`config.mk`:
```
export PLATFORM = sky130hd
export DESIGN_NAME = memory_instr_queue
export DESIGN_NICKNAME = d
export VERILOG_FILES = /design/src/rtl/gpu_pkg.sv /design/src/rtl/sync_fifo.sv /design/src/rtl/memory_instr_queue.sv
export SDC_FILE = /design/constraint.sdc
export NUM_CORES = 1
export LEC_CHECK = 0
export CAP_MARGIN = 15
export CORE_MARGIN = 2
export CORE_UTILIZATION = 40
export CTS_CLUSTER_SIZE = 40
export DETAILED_ROUTE_END_ITERATION = 6
export DONT_BUFFER_PORTS = 1
export HOLD_SLACK_MARGIN = 0.02
export PLACE_DENSITY_LB_ADDON = 0.05
export SLEW_MARGIN = 20
export SYNTH_ARGS = -nofsm -noshare
export SYNTH_HDL_FRONTEND = slang
export SYNTH_HIERARCHICAL = 1
export SYNTH_SLANG_ARGS = --single-unit
```
`constraint.sdc`:
```
create_clock -name clk_in -period 11 [get_ports clk_in]
set_input_delay 1.1 -clock clk_in [delete_from_list [all_inputs] [get_ports clk_in]]
set_output_delay 1.1 -clock clk_in [all_outputs]
set_load 0.02 [all_outputs]
```
`src/rtl/gpu_pkg.sv`:
```
// gpu_pkg: shared types and defaults for the memory instruction queue.
// Instructions use ascending bit numbering: bit 0 is the MSB, and the
// opcode occupies bits [0:OPCODE_WIDTH-1].
package gpu_pkg;

  localparam int OPCODE_WIDTH          = 4;
  localparam int DEF_INSTRUCTION_WIDTH = 32;
  localparam int DEF_WORD_WIDTH        = 16;

  typedef enum logic [1:0] {
    IDLE  = 2'd0,
    ISSUE = 2'd1,
    HOLD  = 2'd2,
    WAIT  = 2'd3
  } queue_state_t;

  // Extracts the opcode field from a default-width instruction word.
  function automatic logic [OPCODE_WIDTH-1:0] opcode_of(
    input logic [0:DEF_INSTRUCTION_WIDTH-1] instr
  );
    return instr[0:OPCODE_WIDTH-1];
  endfunction

endpackage

```
`src/rtl/sync_fifo.sv`:
```
// sync_fifo: single-clock circular buffer with registered occupancy.
// Pushes while full and pops while empty are ignored. DEPTH must be a
// power of two so the pointers wrap naturally.
module sync_fifo #(
  parameter int WIDTH = 8,
  parameter int DEPTH = 8
) (
  input  logic                       clk_in,
  input  logic                       rst_in,
  input  logic                       push_in,
  input  logic                       pop_in,
  input  logic [WIDTH-1:0]           data_in,
  output logic [WIDTH-1:0]           data_out,
  output logic                       full_out,
  output logic                       empty_out,
  output logic [$clog2(DEPTH+1)-1:0] count_out
);

  localparam int AW = $clog2(DEPTH);
  localparam int CW = $clog2(DEPTH+1);
  localparam logic [CW-1:0] CNT_FULL = CW'(DEPTH);
  localparam logic [CW-1:0] CNT_ONE  = CW'(1);

  logic [WIDTH-1:0] r_mem [DEPTH];
  logic [AW-1:0]    r_wr_ptr;
  logic [AW-1:0]    r_rd_ptr;
  logic [CW-1:0]    r_count;
  logic             w_do_push;
  logic             w_do_pop;

  assign full_out  = (r_count == CNT_FULL);
  assign empty_out = (r_count == '0);
  assign count_out = r_count;
  assign data_out  = r_mem[r_rd_ptr];
  assign w_do_push = push_in && !full_out;
  assign w_do_pop  = pop_in && !empty_out;

  // Storage array; contents need no reset since count gates every read.
  always_ff @(posedge clk_in) begin
    if (w_do_push) begin
      r_mem[r_wr_ptr] <= data_in;
    end
  end

  // Pointers and occupancy; a simultaneous push and pop leaves count alone.
  always_ff @(posedge clk_in) begin
    if (rst_in) begin
      r_wr_ptr <= '0;
      r_rd_ptr <= '0;
      r_count  <= '0;
    end else begin
      if (w_do_push) r_wr_ptr <= r_wr_ptr + 1'b1;
      if (w_do_pop)  r_rd_ptr <= r_rd_ptr + 1'b1;
      case ({w_do_push, w_do_pop})
        2'b10:   r_count <= r_count + CNT_ONE;
        2'b01:   r_count <= r_count - CNT_ONE;
        default: r_count <= r_count;
      endcase
    end
  end

endmodule

```
`src/rtl/memory_instr_queue.sv`:
```
// memory_instr_queue: buffers memory instructions plus operands and issues
// them one at a time to the memory whenever it reports idle.
// Optional build macro: QUEUE_BYPASS_EN -- a push into an empty queue with
// the FSM idle and memory idle skips storage and issues one cycle earlier.
//
// state | meaning
// IDLE  | waiting for a queued entry and an idle memory; pops on exit
// ISSUE | instr_valid_out strobe cycle; loads the holdoff counter
// HOLD  | memory_idle_in ignored while the holdoff counter runs down
// WAIT  | waiting for memory_idle_in before returning to IDLE
module memory_instr_queue
  import gpu_pkg::*;
#(
  parameter int INSTRUCTION_WIDTH = DEF_INSTRUCTION_WIDTH,
  parameter int WORD_WIDTH        = DEF_WORD_WIDTH,
  parameter int DEPTH             = 8,
  parameter int HOLDOFF           = 2
) (
  input  logic                         clk_in,
  input  logic                         rst_in,
  input  logic [0:INSTRUCTION_WIDTH-1] instr_in,
  input  logic [WORD_WIDTH-1:0]        reg_a_in,
  input  logic [WORD_WIDTH-1:0]        reg_b_in,
  input  logic [WORD_WIDTH-1:0]        reg_c_in,
  input  logic                         instr_valid_in,
  output logic                         ready_out,
  input  logic                         memory_idle_in,
  output logic [0:INSTRUCTION_WIDTH-1] instr_out,
  output logic [WORD_WIDTH-1:0]        reg_a_out,
  output logic [WORD_WIDTH-1:0]        reg_b_out,
  output logic [WORD_WIDTH-1:0]        reg_c_out,
  output logic                         instr_valid_out,
  output logic [$clog2(DEPTH+1)-1:0]   count_out,
  output logic                         overflow_out
);

  localparam int ENTRY_WIDTH = INSTRUCTION_WIDTH + 3*WORD_WIDTH;
  localparam int CW          = $clog2(DEPTH+1);
  localparam int HOLD_WIDTH  = (HOLDOFF > 1) ? $clog2(HOLDOFF) : 1;
  // ISSUE plus HOLDOFF-1 HOLD cycles gives HOLDOFF cycles of ignored idle.
  localparam logic [HOLD_WIDTH-1:0] HOLD_LOAD = HOLD_WIDTH'(HOLDOFF - 1);
  localparam logic [HOLD_WIDTH-1:0] HOLD_LAST = HOLD_WIDTH'(1);

  queue_state_t r_state;
  queue_state_t w_next_state;

  logic [HOLD_WIDTH-1:0]        r_hold_cnt;
  logic                         r_issue_valid;
  logic [0:INSTRUCTION_WIDTH-1] r_instr;
  logic [WORD_WIDTH-1:0]        r_reg_a;
  logic [WORD_WIDTH-1:0]        r_reg_b;
  logic [WORD_WIDTH-1:0]        r_reg_c;
  logic                         r_overflow;

  logic [ENTRY_WIDTH-1:0] w_entry_in;
  logic [ENTRY_WIDTH-1:0] w_fifo_rdata;
  logic                   w_fifo_full;
  logic                   w_fifo_empty;
  logic [CW-1:0]          w_fifo_count;
  logic                   w_push;
  logic                   w_fifo_push;
  logic                   w_pop;
  logic                   w_bypass;

  assign w_entry_in = {instr_in, reg_a_in, reg_b_in, reg_c_in};
  assign ready_out  = !w_fifo_full;
  assign w_push     = instr_valid_in && ready_out;
  assign w_pop      = (r_state == IDLE) && !w_fifo_empty && memory_idle_in;

`ifdef QUEUE_BYPASS_EN
  assign w_bypass   = w_push && w_fifo_empty && (r_state == IDLE) && memory_idle_in;
`else
  assign w_bypass   = 1'b0;
`endif

  assign w_fifo_push = w_push && !w_bypass;

  sync_fifo #(
    .WIDTH (ENTRY_WIDTH),
    .DEPTH (DEPTH)
  ) u_fifo (
    .clk_in    (clk_in),
    .rst_in    (rst_in),
    .push_in   (w_fifo_push),
    .pop_in    (w_pop),
    .data_in   (w_entry_in),
    .data_out  (w_fifo_rdata),
    .full_out  (w_fifo_full),
    .empty_out (w_fifo_empty),
    .count_out (w_fifo_count)
  );

  assign instr_out       = r_instr;
  assign reg_a_out       = r_reg_a;
  assign reg_b_out       = r_reg_b;
  assign reg_c_out       = r_reg_c;
  assign instr_valid_out = r_issue_valid;
  assign count_out       = w_fifo_count;
  assign overflow_out    = r_overflow;

  // Next-state decode for the issue sequencer.
  always_comb begin
    w_next_state = r_state;
    unique case (r_state)
      IDLE:    if (w_pop || w_bypass) w_next_state = ISSUE;
      ISSUE:   w_next_state = HOLD;
      HOLD:    if (r_hold_cnt <= HOLD_LAST) w_next_state = WAIT;
      WAIT:    if (memory_idle_in) w_next_state = IDLE;
      default: w_next_state = IDLE;
    endcase
  end

  // State register.
  always_ff @(posedge clk_in) begin
    if (rst_in) r_state <= IDLE;
    else        r_state <= w_next_state;
  end

  // Holdoff down-counter: loaded in ISSUE, decremented through HOLD.
  always_ff @(posedge clk_in) begin
    if (rst_in) begin
      r_hold_cnt <= '0;
    end else if (r_state == ISSUE) begin
      r_hold_cnt <= HOLD_LOAD;
    end else if (r_state == HOLD && r_hold_cnt != '0) begin
      r_hold_cnt <= r_hold_cnt - 1'b1;
    end
  end

  // Issue registers: capture the popped (or bypassed) entry; hold otherwise.
  always_ff @(posedge clk_in) begin
    if (rst_in) begin
      r_issue_valid <= 1'b0;
      r_instr       <= '0;
      r_reg_a       <= '0;
      r_reg_b       <= '0;
      r_reg_c       <= '0;
    end else begin
      r_issue_valid <= w_pop || w_bypass;
      if (w_pop) begin
        {r_instr, r_reg_a, r_reg_b, r_reg_c} <= w_fifo_rdata;
      end else if (w_bypass) begin
        {r_instr, r_reg_a, r_reg_b, r_reg_c} <= w_entry_in;
      end
    end
  end

  // Sticky overflow: any push attempted while full is dropped and flagged.
  always_ff @(posedge clk_in) begin
    if (rst_in)                           r_overflow <= 1'b0;
    else if (instr_valid_in && !ready_out) r_overflow <= 1'b1;
  end

endmodule

```
## Word level (Yosys, flattened, before mapping)

Memory sizes are Yosys's and may differ from the RTL's. A register that Yosys moved wholly into a read port is not among the register bits.
Index checks and enable logic that the tools add are counted.

| word-level totals | value |
|---|---|
| memories kept | 1 |
| bits of input ports | 84 |
| bits in registers | 15 |
| bits in writable memories | 640 |
| output and inout port bits | 87 |
| word-level logic and storage cells | 46 |

Memory list:

| memory | depth | width | rd ports | clocked after Yosys merged registers in | wr ports | RTL line | RTL |
|---|---|---|---|---|---|---|---|
| u_fifo.r_mem | 8 | 80 | 1 | 1 | 1 | sync_fifo.sv:24 | `logic [WIDTH-1:0] r_mem [DEPTH];` |

| operators by class | value |
|---|---|
| reduce and logical (&&, ||, !) cells | 14 |
| equal/unequal tests | 9 |
| $lt $le $gt $ge | 1 |
| $add $sub $neg | 5 |
| multiplexer cells | 9 |

Operator list:

| kind | count |
|---|---|
| $pmux W2 S4 | 1 |
| $pmux W4 S2 | 1 |
| $logic_and A1 B1 Y1 | 7 |
| $add A3 B1 Y3 const B | 2 |
| $eq A2 B2 Y1 const B | 3 |
| $mux W2 | 3 |
| $add A4 B1 Y4 const B | 1 |
| $eq A2 B1 Y1 const B | 2 |
| $eq A4 B4 Y1 const B | 1 |
| $logic_not A4 Y1 | 1 |
| $mux W1 | 4 |
| $ne A2 B2 Y1 const B | 2 |
| $reduce_bool A2 Y1 | 2 |
| $sub A4 B1 Y4 const B | 1 |
| $reduce_and A3 Y1 | 1 |
| $logic_not A1 Y1 | 2 |
| $logic_not A2 Y1 | 1 |
| $ne A2 B1 Y1 const B | 1 |
| $le A1 B1 Y1 const B | 1 |
| $sub A1 B1 Y1 const B | 1 |

## Depth between registers and ports, before layout

Gate-level depths: netlist of the first run.

| logic depth | value |
|---|---|
| word-level depth | 7 |
| mapped depth | 14 |
| depth with buffers taken out | 12 |

## Modules after synthesis

The synthesis of the first run kept the hierarchy.

By module, submodules not included:

| module | times used | sequential area each (sq um) | area an instance (sq um) | cells each |
|---|---|---|---|---|
| sync_fifo | 1 | 19478.7 | 24652.4 | 999 |
| memory_instr_queue | 1 | 1681.6 | 3590.9 | 372 |

## Worst setup path before layout of the first run

OpenSTA, ideal clock, no wires.

| timing path | value |
|---|---|
| path kind | input to register |
| start | input port instr_valid_in |
| end | memory u_fifo/r_mem[0][0] in the netlist's numbering, enable pin |
| data arrival time | 9.064 ns |
| slack | 1.220 ns |
| buffers on the path | 0 |
| library setup time | 0.715 ns |
| data required time | 10.285 ns |
| cell stages on the path | 3 |
| cells stage by stage | nor2b_1 nand2_2 nor4_1 |

| on the way | value |
|---|---|
| cells in the longest elaborated chain, start to end | 4 |

RTL lines:

| item | RTL line | RTL |
|---|---|---|
| start: declaration | memory_instr_queue.sv:25 | `input logic instr_valid_in,` |
| $logic_and A1 B1 Y1 | memory_instr_queue.sv:67 | `assign w_push = instr_valid_in && ready_out;` |
| $logic_and A1 B1 Y1 | sync_fifo.sv:35 | `assign w_do_push = push_in && !full_out;` |
| $mux W1 | sync_fifo.sv:40 | `if (w_do_push) begin` |
| $mux W1 (not written as such) | sync_fifo.sv:41 | `r_mem[r_wr_ptr] <= data_in;` |
| end: declaration | sync_fifo.sv:24 |  |

Every way passes these cells.

## Worst setup path in the final report of the first run

| timing path | value |
|---|---|
| start | register u_fifo.r_count[1], in the netlist u_fifo/count_out[1] |
| end | register u_fifo.r_count[3], in the netlist u_fifo/count_out[3] |

| on the way | value |
|---|---|
| cells in the longest elaborated chain, start to end | 7 |
| elaborated cells between the ends (all ways) | 15 |
| those cells by class | add/sub (2); eq/ne (3); mux (1); reduce/logical (9) |

RTL lines:

| item | RTL line | RTL |
|---|---|---|
| start: declaration | sync_fifo.sv:27 | `logic [CW-1:0] r_count;` |
| start signal: assignment | sync_fifo.sv:55 | `2'b10: r_count <= r_count + CNT_ONE;` |
| start signal: assignment | sync_fifo.sv:56 | `2'b01: r_count <= r_count - CNT_ONE;` |
| start signal: assignment | sync_fifo.sv:57 | `default: r_count <= r_count;` |
| $logic_not A4 Y1 * | sync_fifo.sv:32 | `assign empty_out = (r_count == '0);` |
| via w_fifo_empty | memory_instr_queue.sv:58 | `logic w_fifo_empty;` |
| $logic_not A1 Y1 * | sync_fifo.sv:36, memory_instr_queue.sv:68 |  |
| $logic_and A1 B1 Y1 (2 in a row) | memory_instr_queue.sv:68 | `assign w_pop = (r_state == IDLE) && !w_fifo_empty && memory_idle_in;` |
| $logic_and A1 B1 Y1 * | sync_fifo.sv:36 | `assign w_do_pop = pop_in && !empty_out;` |
| via u_fifo.w_do_pop | sync_fifo.sv:29 | `logic w_do_pop;` |
| $eq A2 B1 Y1 or $eq A2 B2 Y1 (tied branches) | sync_fifo.sv:54 | `case ({w_do_push, w_do_pop})` |
| $pmux W4 S2 or $reduce_bool A2 Y1 (tied branches) | -- |  |

Mark *: on every way through the listed nets, which the timed path passes. The rest lies on a longest branch.
A chain may end at the register's enable or synchronous reset.

==> results of run 1 <==
-- area by class of cell --
cell class | instances | area share [%]
tap | 940 | 3.705
sequential | 737 | 66.70
clock inverter | 38 | 1.253
multi-input combinational | 554 | 20.66
timing repair buffer | 26 | 0.6149
inverter | 5 | 0.09854
clock buffer | 111 | 6.969
-- stage by stage --
stage | utilization [%] | instances
global route | 45.33 | 2411
detailed placement | 41.60 | 2262
finish | 45.33 | 2411
global placement | 41.60 | 2262
floorplan | - | 1371
CTS | 45.33 | 2411
-- final timing paths --
kind | start | to | slack [ns] | depth (start not counted)
max reg2reg | u_fifo/count_out[1] | u_fifo/count_out[3] | 7.04 | 10
max | u_fifo/count_out[1] | u_fifo/count_out[3] | 7.04 | 10
min | r_state[0] | r_state[0] | 0.53 | 2
min reg2reg | r_state[0] | r_state[0] | 0.53 | 2
-- sequential cells by signal, summed over array words and instances (netlist names), named ones only --
| register | cells |
|---|---|
| u_fifo/r_mem | 640 |
| instr_out | 32 |
| reg_a_out | 16 |
| reg_b_out | 16 |
| reg_c_out | 16 |
| u_fifo/count_out | 4 |
| u_fifo/r_rd_ptr | 3 |
| u_fifo/r_wr_ptr | 3 |
| r_state | 2 |
| instr_valid_out | 1 |
| overflow_out | 1 |
-- report_power, final --
group	internal [uW]	switching, uW
sequential	3280	248
combinational	474	581
clock	1600	1060
total	5350	1890
-- layout by cell type, fill, tap and decap left out, types with 25 or more instances in the layout --
cell type  synthesis  layout
dfxtp_1           97      94
clkbuf_1          20      25
buf_4              0      26
nand2_2           80      80
mux2_2            81      81
mux4_2           160     160
a21oi_2           79      79
clkbuf_16          0      83
edfxtp_1         640     640
nand2_1           86      86
-- layer usage --
layer	routed length [um]	GRT usage (%)	vias to the layer above
li1	-	-	5551
met1	26140	21.83	6753
met2	30860	28.95	221
met3	3151	4.453	81
met4	1207	4.181	0
met5	0	0	-
-- worst min-delay path, stage by stage, from the launching register on --
cell and delay, ns:
dfxtp_1 0.32, a21oi_1 0.11, a311oi_1 0.05
-- logic make-up (layout without fill, tap and decap cells) --
group / count (synthesis) / count (layout) / share of synthesized area (%)
AO/OA/AOI/OAI: 92 / 92 / 2.764
multiplexers: 244 / 244 / 16.10
adder cells (fa/ha/maj): 9 / 9 / 0.3987
AND/OR/NAND/NOR: 202 / 202 / 3.571
XOR/XNOR: 7 / 7 / 0.2171
buffers and inverters: 80 / 180 / 2.029
flip-flops: 737 / 737 / 74.92
==> metrics.md, run 1 <==
| Metric | Value |
|---|---|
| Sequential cell area fraction in the yosys report | 74.92% |
| Cell taking the most area after synthesis | edfxtp_1 |
| Final Wtd Congestion | just under 0.7 |
| Vias in the first global route | 13,600 |
| Pre-antenna DRT Iters | 4 |
| RSZ-0062 raised after global routing | false |
| Tmin final | 3.958 ns |
| ANT cells | 0 |
| Peak VDD IR | ~140 uV |
| Main area contributors after synthesis | edfxtp_1 68%, mux4_2 13%, dfxtp_1 6.9% |
| Post-route cell area | about 32,000 um^2 |
| Worst-Margin Slew | 1.053 ns |
| Remaining antenna violation count after routing | 0 |
| Final net count | approximately 1,500 |
| Largest net degree at the start of global routing | 98 |
| Worst-path clk slew | approximately 0.06 ns |
| Total grt overflow | 0 |
| Post-synth ARST share | 0% |
| Wire per inst | 25.45 um |
| Endpoints failing hold | 0 |
| Power Total | 7241 uW |
| Share of post-route cells with drive strength above 1 | between 30 and 40% |
| FP Rows | 97 |
| Starting density of the core | between 40% and 50% |
| Final WS setup | slightly above 7 ns |
| Required time of the critical path | 11.49 ns |
| List of most frequent post-synthesis cells | 640 x edfxtp_1, 160 x mux4_2, 97 x dfxtp_1, 86 x nand2_1, 81 x mux2_2 |
| Num CTS Buffers | 81 |
| Crit-path max FO | slightly above 80 |
| Leak | 0.009625 uW |
| Syn Area/Cell | 20.60 um^2 |
| Vias | ~13,000 |
| Slew Limit Fails | 0 |
| Critical Path Max Stage Delay | 0.61 ns |
| Root Buffer | clkbuf_16 |
| CTS Sinks | about 740 |
| Most common cell in the netlist | edfxtp_1 |
| Area of the multi-input gates | about 6600 um^2 |
| Synth Flop Type | edfxtp_1 |
| GRT Total Usage | between 10% and 20% |
| Number of I/O port buffers | 0 |
| Cell count after synthesis | 1,371 |
| Slew HR | just under 30% |
| Clk_skew | approximately 0.018 ns |
| Ys Warns | 6 |
| Final Cycle Share | between 30% and 40% |
| CP Class | reg2reg |
| Remaining routing DRC violations | 0 |
| Cell class contributing the biggest share of worst-path delay | buffers and inverters |
| Setup WS pre-CTS | 6.845 ns |
| Crit-path cells | nor4_1 -> nand3b_1 -> buf_4 -> inv_12 -> o41a_1 -> ha_1 -> nor4b_1 -> a41oi_1 -> o41ai_1 -> mux2_1 |
| Total area of sequential cells | approximately 21,000 um^2 |
| Power Density | 228.1 nW/um^2 |
| CTS H-tree depth | 3 |
| Max Freq | approximately 0.25 GHz |
| Bufs on Longest Clock Path | 3 |
| DP Wirelength | approximately 32 mm |
| Die area | ~73,000 um^2 |
| Io pins | between 150 and 200 |
| Setup bufs post-CTS | 0 |
| CP bufs+invs | 2 |
| Hold Slack | between 0.5 and 0.6 ns |
| Yosys reg bits | approximately 740 |
| Final WL | around 60 mm |
| Chip Width | between 200 and 300 um |
| Startpoint types | flop |
| Core Region | between 70,000 and 80,000 um^2 |
| Worst-Skew Late Latency | roughly 0.61 ns |
| Antenna violations before repair | 0 |
| Worst path slowest cell | buf_4 |
| Resize count post-CTS | 0 |
| Max-Cap Viols | 0 |
| Crit. End Element | flop |
| Post-synth top area share | 68.05% |
| Area growth from synthesis to layout | 12.39% |
| Vias per cell | 5.229 |
| Syn nets | 1,464 |
| Fill cells | about 6,000 |
| CTS tree | done |
| Worst min path class | reg2reg |
| Post-synthesis cell type count | 38 |
| Cell Area, Placed | between 20,000 and 30,000 um^2 |
| Setup tns final | 0 ns |
| Worst Path Arrival | around 4.4 ns |
| Status | finished clean |
| DR iter-0 viols | about 790 |
| Die Ht | between 200 and 300 um |
| Post-Syn Area | 28,240 um^2 |
| First-pass GRT wire length | 91.47 mm |
| Endpoints failing setup | 0 |
| Hold_buf cts | 0 |
| EDFF count, synth | between 600 and 700 |
Power figures use the tool's default switching activity.
==> run 2: changes to the inputs <==
- ABC_AREA: unset -> 1
- clock period: 11 -> 3.4 ns (I/O delays scaled with it)
==> run 2 against run 1 <==
Sequential cell count unchanged. Sequential share of layout area down 2.4 points. Critical endpoint is now u_fifo/r_mem[4][11]. Synthesized cell count up 66%.
==> metrics.md, run 2 <==
| Metric | Value |
|---|---|
| Status | finished clean |
| Fill cells | between 6,000 and 7,000 |
| Reg2Reg Launch Point | u_fifo/count_out[1] |
| Placed cells | around 3,100 |
| DP Wirelength | 36.14 mm |
| CTS H-tree depth | 3 |
| EDFF count, synth | between 600 and 700 |
| Critical Path Max Stage Delay | 0.53 ns |
| Largest register by flop count | u_fifo/r_mem |
| Main area contributors after synthesis | edfxtp_1 67%, dfxtp_1 6.8%, nor2_1 6.6% |
| Slew HR | roughly 30% |
| Hold path cells | 4 |
| Cell taking the most area after synthesis | edfxtp_1 |
| Die Ht | between 200 and 300 um |
| Share of post-route cells with drive strength above 1 | between 6 and 7% |
| Endpoints failing hold | 0 |
| Sequential cell area fraction in the yosys report | roughly three quarters |
| Number of I/O port buffers | 0 |
| DR iter-0 viols | between 1,000 and 1,500 |
| Ys Warns | 6 |
| HP Start | memory_idle_in |
| Post-synthesis cell type count | 29 |
| Total grt overflow | 0 |
| Final Cycle Share | approximately four fifths |
| Most common cell in the netlist | edfxtp_1 |
| Worst-path clk slew | approximately 0.060 ns |
| First-pass GRT wire length | 105.8 mm |
| Num CTS Buffers | between 80 and 90 |
| Worst path slowest cell | dfxtp_1 |
| Post-Synth Adder-Cell Area | less than 1% |
| Tmin final | between 2 and 3 ns |
| Largest net degree at the start of global routing | between 100 and 150 |
| Chip Width | between 200 and 300 um |
| Vias in the first global route | between 15,000 and 20,000 |
| RSZ-0062 raised after global routing | false |
| Post-synth top area share | between 60 and 70% |
| Crit-path max FO | 18 |
| Crit-path cells | nor2_1 -> nand3_1 -> inv_1 -> nor2_1 -> nand3_1 -> nor2_4 -> buf_4 |
| Core Region | just over 70,000 um^2 |
| GRT Total Usage | 18.83% |
| Worst min path class | in2reg |
| Worst-Skew Late Latency | about 0.63 ns |
| Max-Cap Viols | 0 |
| Final Wtd Congestion | about 0.74 |
| Io pins | ~170 |
| Endpoints failing setup | 0 |
| Worst Path Arrival | 2.94 ns |
| Yosys reg bits | about 740 |
| Commonest non-fill, non-tap cell in the layout | edfxtp_1 |
| Final net count | ~2,400 |
| Vias | between 15,000 and 20,000 |
| Post-Syn Area | about 29,000 um^2 |
| Compound-Gate Fraction of Synth Area | a little under a tenth |
| Cell count after synthesis | 2,273 |
| Power Total | ~25,000 uW |
| Power Density | 757.2 nW/um^2 |
| Remaining routing DRC violations | 0 |
| Reg2reg path depth | 7 |
| R2R Setup Slk | slightly above 0.7 ns |
| CTS tree | done |
| Post-layout util | between 40% and 50% |
| Peak VDD IR | ~570 uV |
| CTS Sinks | 737 |
| Largest register FFs | 640 |
| Worst R2R End | u_fifo/r_mem[4][11] |
| Largest family of logic cells by synthesized area | simple AND/OR/NAND/NOR gates |
| CP Class | reg2reg |
| Post-synthesis mux area share | under 10% |
| Final cell count without fillers | roughly 3,300 |
| Vias per cell | about 5.1 |
| Clk_skew | ~0.024 ns |
| Root Buffer | clkbuf_16 |
| Final WL | a little under 70 mm |
| Remaining antenna violation count after routing | 0 |
| Syn nets | 2,366 |
| Slew Limit Fails | 0 |
| Worst-Margin Slew | a little over 1 ns |
| Leak | about 0.011 uW |
| Crit. End Element | flop |
| FP Rows | slightly below 100 |
| Die area | about 74,000 um^2 |
| Antenna violations before repair | 7 |
| Required time of the critical path | roughly 3.7 ns |
| Synth Flop Type | edfxtp_1 |
| Post-synth ARST share | 0% |
| List of most frequent post-synthesis cells | 640 x edfxtp_1, 501 x nor2_1, 286 x o21ai_0, 266 x nand2_1, 118 x o21ai_1 |
| Startpoint types | flop |
| Wire per inst | 20.75 um |
| Synth Area in Simple Gates | 10.42% |
| Syn Area/Cell | roughly 13 um^2 |
| Cell class contributing the biggest share of worst-path delay | simple AND/OR/NAND/NOR gates |
| CP bufs+invs | 2 |
| Pre-antenna DRT Iters | 5 |
| Hold EP | r_state[1] |
| Setup tns final | 0 ns |
| Bufs on Longest Clock Path | 3 |
| Synth Area in XOR/XNOR | less than 1% |
| Max Freq | 0.3738 GHz |
| Commonest cells after routing, fill and taps aside | 640 x edfxtp_1, 493 x nor2_1, 286 x o21ai_0 |
| Area growth from synthesis to layout | 15.40% |
| Starting density of the core | just over 40% |
==> run 2: changes by cell type after synthesis, sizes merged, moves of 3 or more <==
cell,before,now
nor2,16,502
o21ai,1,404
mux4,160,0
nand2,166,266
mux2,82,0
o22ai,0,80
mux2i,2,80
a21oi,85,9
clkbuf,20,85
inv,5,30
nand3,3,9
xor2,6,1
nor3,5,2
==> run 2: cell families after synthesis <==
logic type / after synthesis
mux: 80
fa+ha+maj: 9
buf+inv: 168
compound gates: 494
xor+xnor: 3
simple gates: 782
flops: 737
==> run 2: worst max path at each step <==
stage,to,start,slack (ns),depth (start not counted)
after detailed placement,u_fifo/r_mem[4][8],u_fifo/count_out[1],0.73,7
after global placement,u_fifo/r_mem[4][8],u_fifo/count_out[1],0.77,7
final,u_fifo/r_mem[4][11],u_fifo/count_out[1],0.72,7
after CTS,u_fifo/r_mem[4][25],u_fifo/count_out[1],0.72,7
after floorplan,u_fifo/r_mem[5][0],u_fifo/count_out[2],-0.36,8
after global routing,u_fifo/r_mem[4][25],u_fifo/count_out[1],0.54,7
==> run 2: worst reg2reg max path, delay by kind of cell (launching register included) <==
kind | cells | cell delay (ns)
simple gates | 5 | 1.25
flops | 1 | 0.53
buf+inv | 2 | 0.51
==> run 2: cell type report <==
class | count | area, um^2 | area share [%]
clock inverter | 33 | 256.5 | 0.7787
sequential | 737 | 21170 | 64.27
inverter | 30 | 126.4 | 0.3836
clock buffer | 115 | 2342 | 7.111
timing repair buffer | 120 | 1309 | 3.973
multi-input combinational | 1368 | 6549 | 19.88
tap | 940 | 1176 | 3.570
antenna | 4 | 10.01 | 0.03039
==> run 2: timing repair <==
action	4_1_cts	5_1_grt
hold endpoints to repair	657	0
buffers inserted	0	0
gates resized for setup	0	0
hold buffers	83	0
endpoints found under the setup margin	0	0
==> run 2: per-stage QoR <==
stage               hold WS (ns)  area [um^2]  worst slack (ns)
floorplan                 0.4124        28570           -0.3586
detailed placement        0.4036        29500            0.7330
global route              0.1072        32940            0.5358
global placement          0.4119        29500            0.7721
finish                   0.07212        32940            0.7244
CTS                      0.04179        32930            0.7180
==> run 2: where the power goes <==
group	switching (uW)	internal (uW)	total, uW
combinational	3140	1390	4530
clock	3460	5090	8550
sequential	949	10900	11900
==> run 2: per-layer routing <==
layer / vias to the layer above / track usage [%] / part of all wire [%]
met1: 8472 / 24.97 / 45
met2: 302 / 31.92 / 49
met5: - / 0 / 0.078
met4: 8 / 5.263 / 2.1
met3: 105 / 3.282 / 3.9
li1: 8249 / - / -
==> run 3: changes to the inputs <==
- clock period: 3.4 -> 2.7 ns (I/O delays scaled with it)
==> run 3 against run 2 <==
Via count rose by 1.5%. Largest power group unchanged. Global-route usage rose by 0.85 points. Power rose by 26%. Count of clock-buffer cells in the layout rose by 15. Clock skew fell by 0.0098 ns. Critical path type unchanged. Sequential cell count did not move.
==> metrics.md, run 3 (synthesis results as in run 2) <==
| Metric | Value |
|---|---|
| Status | finished clean |
| Switching Share | 30.43% |
| Tmin final | between 2 and 2.5 ns |
| Worst Path Arrival | 2.81 ns |
| Met2 Routed Length | 34.87 mm |
| Antenna violations before repair | 3 |
| CTS Sinks | about 740 |
| CP Class | reg2reg |
| Area growth from synthesis to layout | 16.71% |
| Reg2Reg Launch Point | u_fifo/count_out[1] |
| Crit-path cells | nor2_1 -> nand3_1 -> inv_1 -> inv_1 -> nand3_4 -> inv_8 -> nand2_1 -> inv_1 -> ha_1 -> nor2_1 -> nor2_1 -> ha_1 -> a21oi_1 -> xnor2_1 -> o21ai_0 -> inv_1 |
| Crit-path max FO | 6 |
| Worst path slowest cell | dfxtp_4 |
| CTS tree | done |
| Placed cells | ~3,100 |
| Endpoints failing hold | 0 |
| FP Rows | 97 |
| Critical Path Max Stage Delay | approximately 0.38 ns |
| Io pins | about 170 |
| Vias per cell | about 5.2 |
| Cell class contributing the biggest share of worst-path delay | simple AND/OR/NAND/NOR gates |
| Remaining antenna violation count after routing | 0 |
| Final Cycle Share | between 80% and 90% |
| Starting density of the core | approximately two fifths |
| Worst min path class | in2reg |
| Num CTS Buffers | 80 |
| Part of the power in registers | between 40% and 50% |
| Die Ht | roughly 270 um |
| Setup tns final | 0 ns |
| Clk_skew | 0.01395 ns |
| Chip Width | 271.1 um |
| Largest net degree at the start of global routing | around 120 |
| Clock share of power | roughly a third |
| Worst R2R End | u_fifo/count_out[2] |
| Max-Cap Viols | 0 |
| Final cell count without fillers | between 3,000 and 4,000 |
| DR iter-0 viols | about 1,200 |
| Total grt overflow | 0 |
| GRT Total Usage | about a fifth |
| Setup bufs post-CTS | 0 |
| Die area | between 70,000 and 80,000 um^2 |
| Worst-Margin Slew | around 1.0 ns |
| CP most frequent cell | inv_1 |
| Share of post-route cells with drive strength above 1 | under 10% |
| Worst-Skew Late Latency | between 0.6 and 0.7 ns |
| CP bufs+invs | 5 |
| Remaining routing DRC violations | 0 |
| Vias in the first global route | roughly 17,000 |
| Vias | between 15,000 and 20,000 |
| Post-layout util | approximately 47% |
| Crit. Startpoint | u_fifo/count_out[1] |
| CTS H-tree depth | 3 |
| Bufs on Longest Clock Path | 3 |
| Switching power | roughly 9500 uW |
| RSZ-0062 raised after global routing | false |
| Pre-antenna DRT Iters | 6 |
| Highest metal used | met5 |
| Commonest non-fill, non-tap cell in the layout | edfxtp_1 |
| Reg2reg path depth | 16 |
| Slew Limit Fails | 0 |
| Core Region | between 70,000 and 80,000 um^2 |
| Number of I/O port buffers | 0 |
| Largest register FFs | between 600 and 700 |
| Worst-path clk slew | 0.05 ns |
| Endpoints failing setup | 0 |
| CP endpoint | u_fifo/count_out[2] |
| Root Buffer | clkbuf_16 |
| Cell count along the critical path | 16 |
| Final Wtd Congestion | between 0.7 and 0.8 |
| Leak | ~0.011 uW |
| Final net count | between 2,000 and 2,500 |
| Comb pwr share | between 10% and 20% |
| Wire per inst | 21.46 um |
| Slew HR | just over 30% |
| Metal-1 WL | about 33 mm |
| Internal | around 22,000 uW |
| Met3 WL | 3.176 mm |
| Final WL | between 70 and 80 mm |
| First-pass GRT wire length | between 100 and 150 mm |
| Largest register by flop count | u_fifo/r_mem |
| DP Wirelength | between 30 and 40 mm |
| Max Freq | approximately 0.43 GHz |
| Startpoint types | flop |
| Power Density | about 940 nW/um^2 |
| Crit. End Element | flop |
| Commonest cells after routing, fill and taps aside | 640 x edfxtp_1, 491 x nor2_1, 286 x o21ai_0 |
| Required time of the critical path | 3.19 ns |
| ANT cells | 0 |
| R2R Setup Slk | around 0.38 ns |
| Peak VDD IR | 592.8 uV |
run 3: how the worst min path moves through the flow:
stage | start | endpoint | slack, ns | cells after the start
floorplan | rst_in | instr_valid_out | 0.34 | 1
global placement | rst_in | u_fifo/count_out[1] | 0.33 | 1
CTS | memory_idle_in | flop | 0.09 | 5
global route | memory_idle_in | flop | 0.17 | 5
finish | memory_idle_in | flop | 0.14 | 5
detailed placement | rst_in | flop | 0.34 | 1
run 3: cell type report:
class	instances	area [um^2]
well taps	940	1176
multi-input cells	1368	6566
flip-flops and latches	737	21180
clock inverters	19	112.6
fillers	6348	37080
repair buffers	145	1784
clock buffers	130	2366
inverters	30	126.4
run 3: per-layer routing:
| layer | GRT usage [%] | up-vias |
|---|---|---|
| met5 | 0 | - |
| met4 | 4.800 | 4 |
| met3 | 3.282 | 79 |
| met2 | 32.86 | 304 |
| met1 | 26.92 | 8715 |
| li1 | - | 8293 |
run 3: through the flow:
| step | setup slack [ns] | area (um^2) | hold slack, ns | power, uW |
|---|---|---|---|---|
| 3_3_place_gp | 0.3353 | 30010 | 0.3330 | 21070 |
| 3_5_place_dp | 0.4011 | 30010 | 0.3367 | 21140 |
| 5_1_grt | 0.1139 | 33310 | 0.1704 | 33020 |
| 2_1_floorplan | 0.02029 | 28630 | 0.3424 | 19260 |
| 6_report | 0.3846 | 33310 | 0.1363 | 31310 |
| 4_1_cts | 0.3898 | 33310 | 0.08903 | 31780 |
run 3: power by group through the flow:
| stage | Clock, uW | Combinational (uW) | Sequential [uW] |
|---|---|---|---|
| after CTS | 10600 | 6130 | 15000 |
| after global routing | 11100 | 6810 | 15100 |
| after global placement | 0 | 5840 | 15200 |
| after detailed placement | 0 | 5880 | 15300 |
| after floorplan | 0 | 4290 | 15000 |
| final | 10300 | 6000 | 15000 |
run 3: timing repair:
action | in CTS | in global routing
hold buffers | 83 | 0
endpoints found under the hold margin | 658 | 0
resized for setup | 0 | 0
setup endpoints to repair | 0 | 0
run 3: worst min-delay path: cells and delay by family:
kind | cells | cell delay (ns)
buffers and inverters | 1 | 0.06
AOI/OAI and AO/OA | 1 | 0.07
and+or+nand+nor | 3 | 0.30
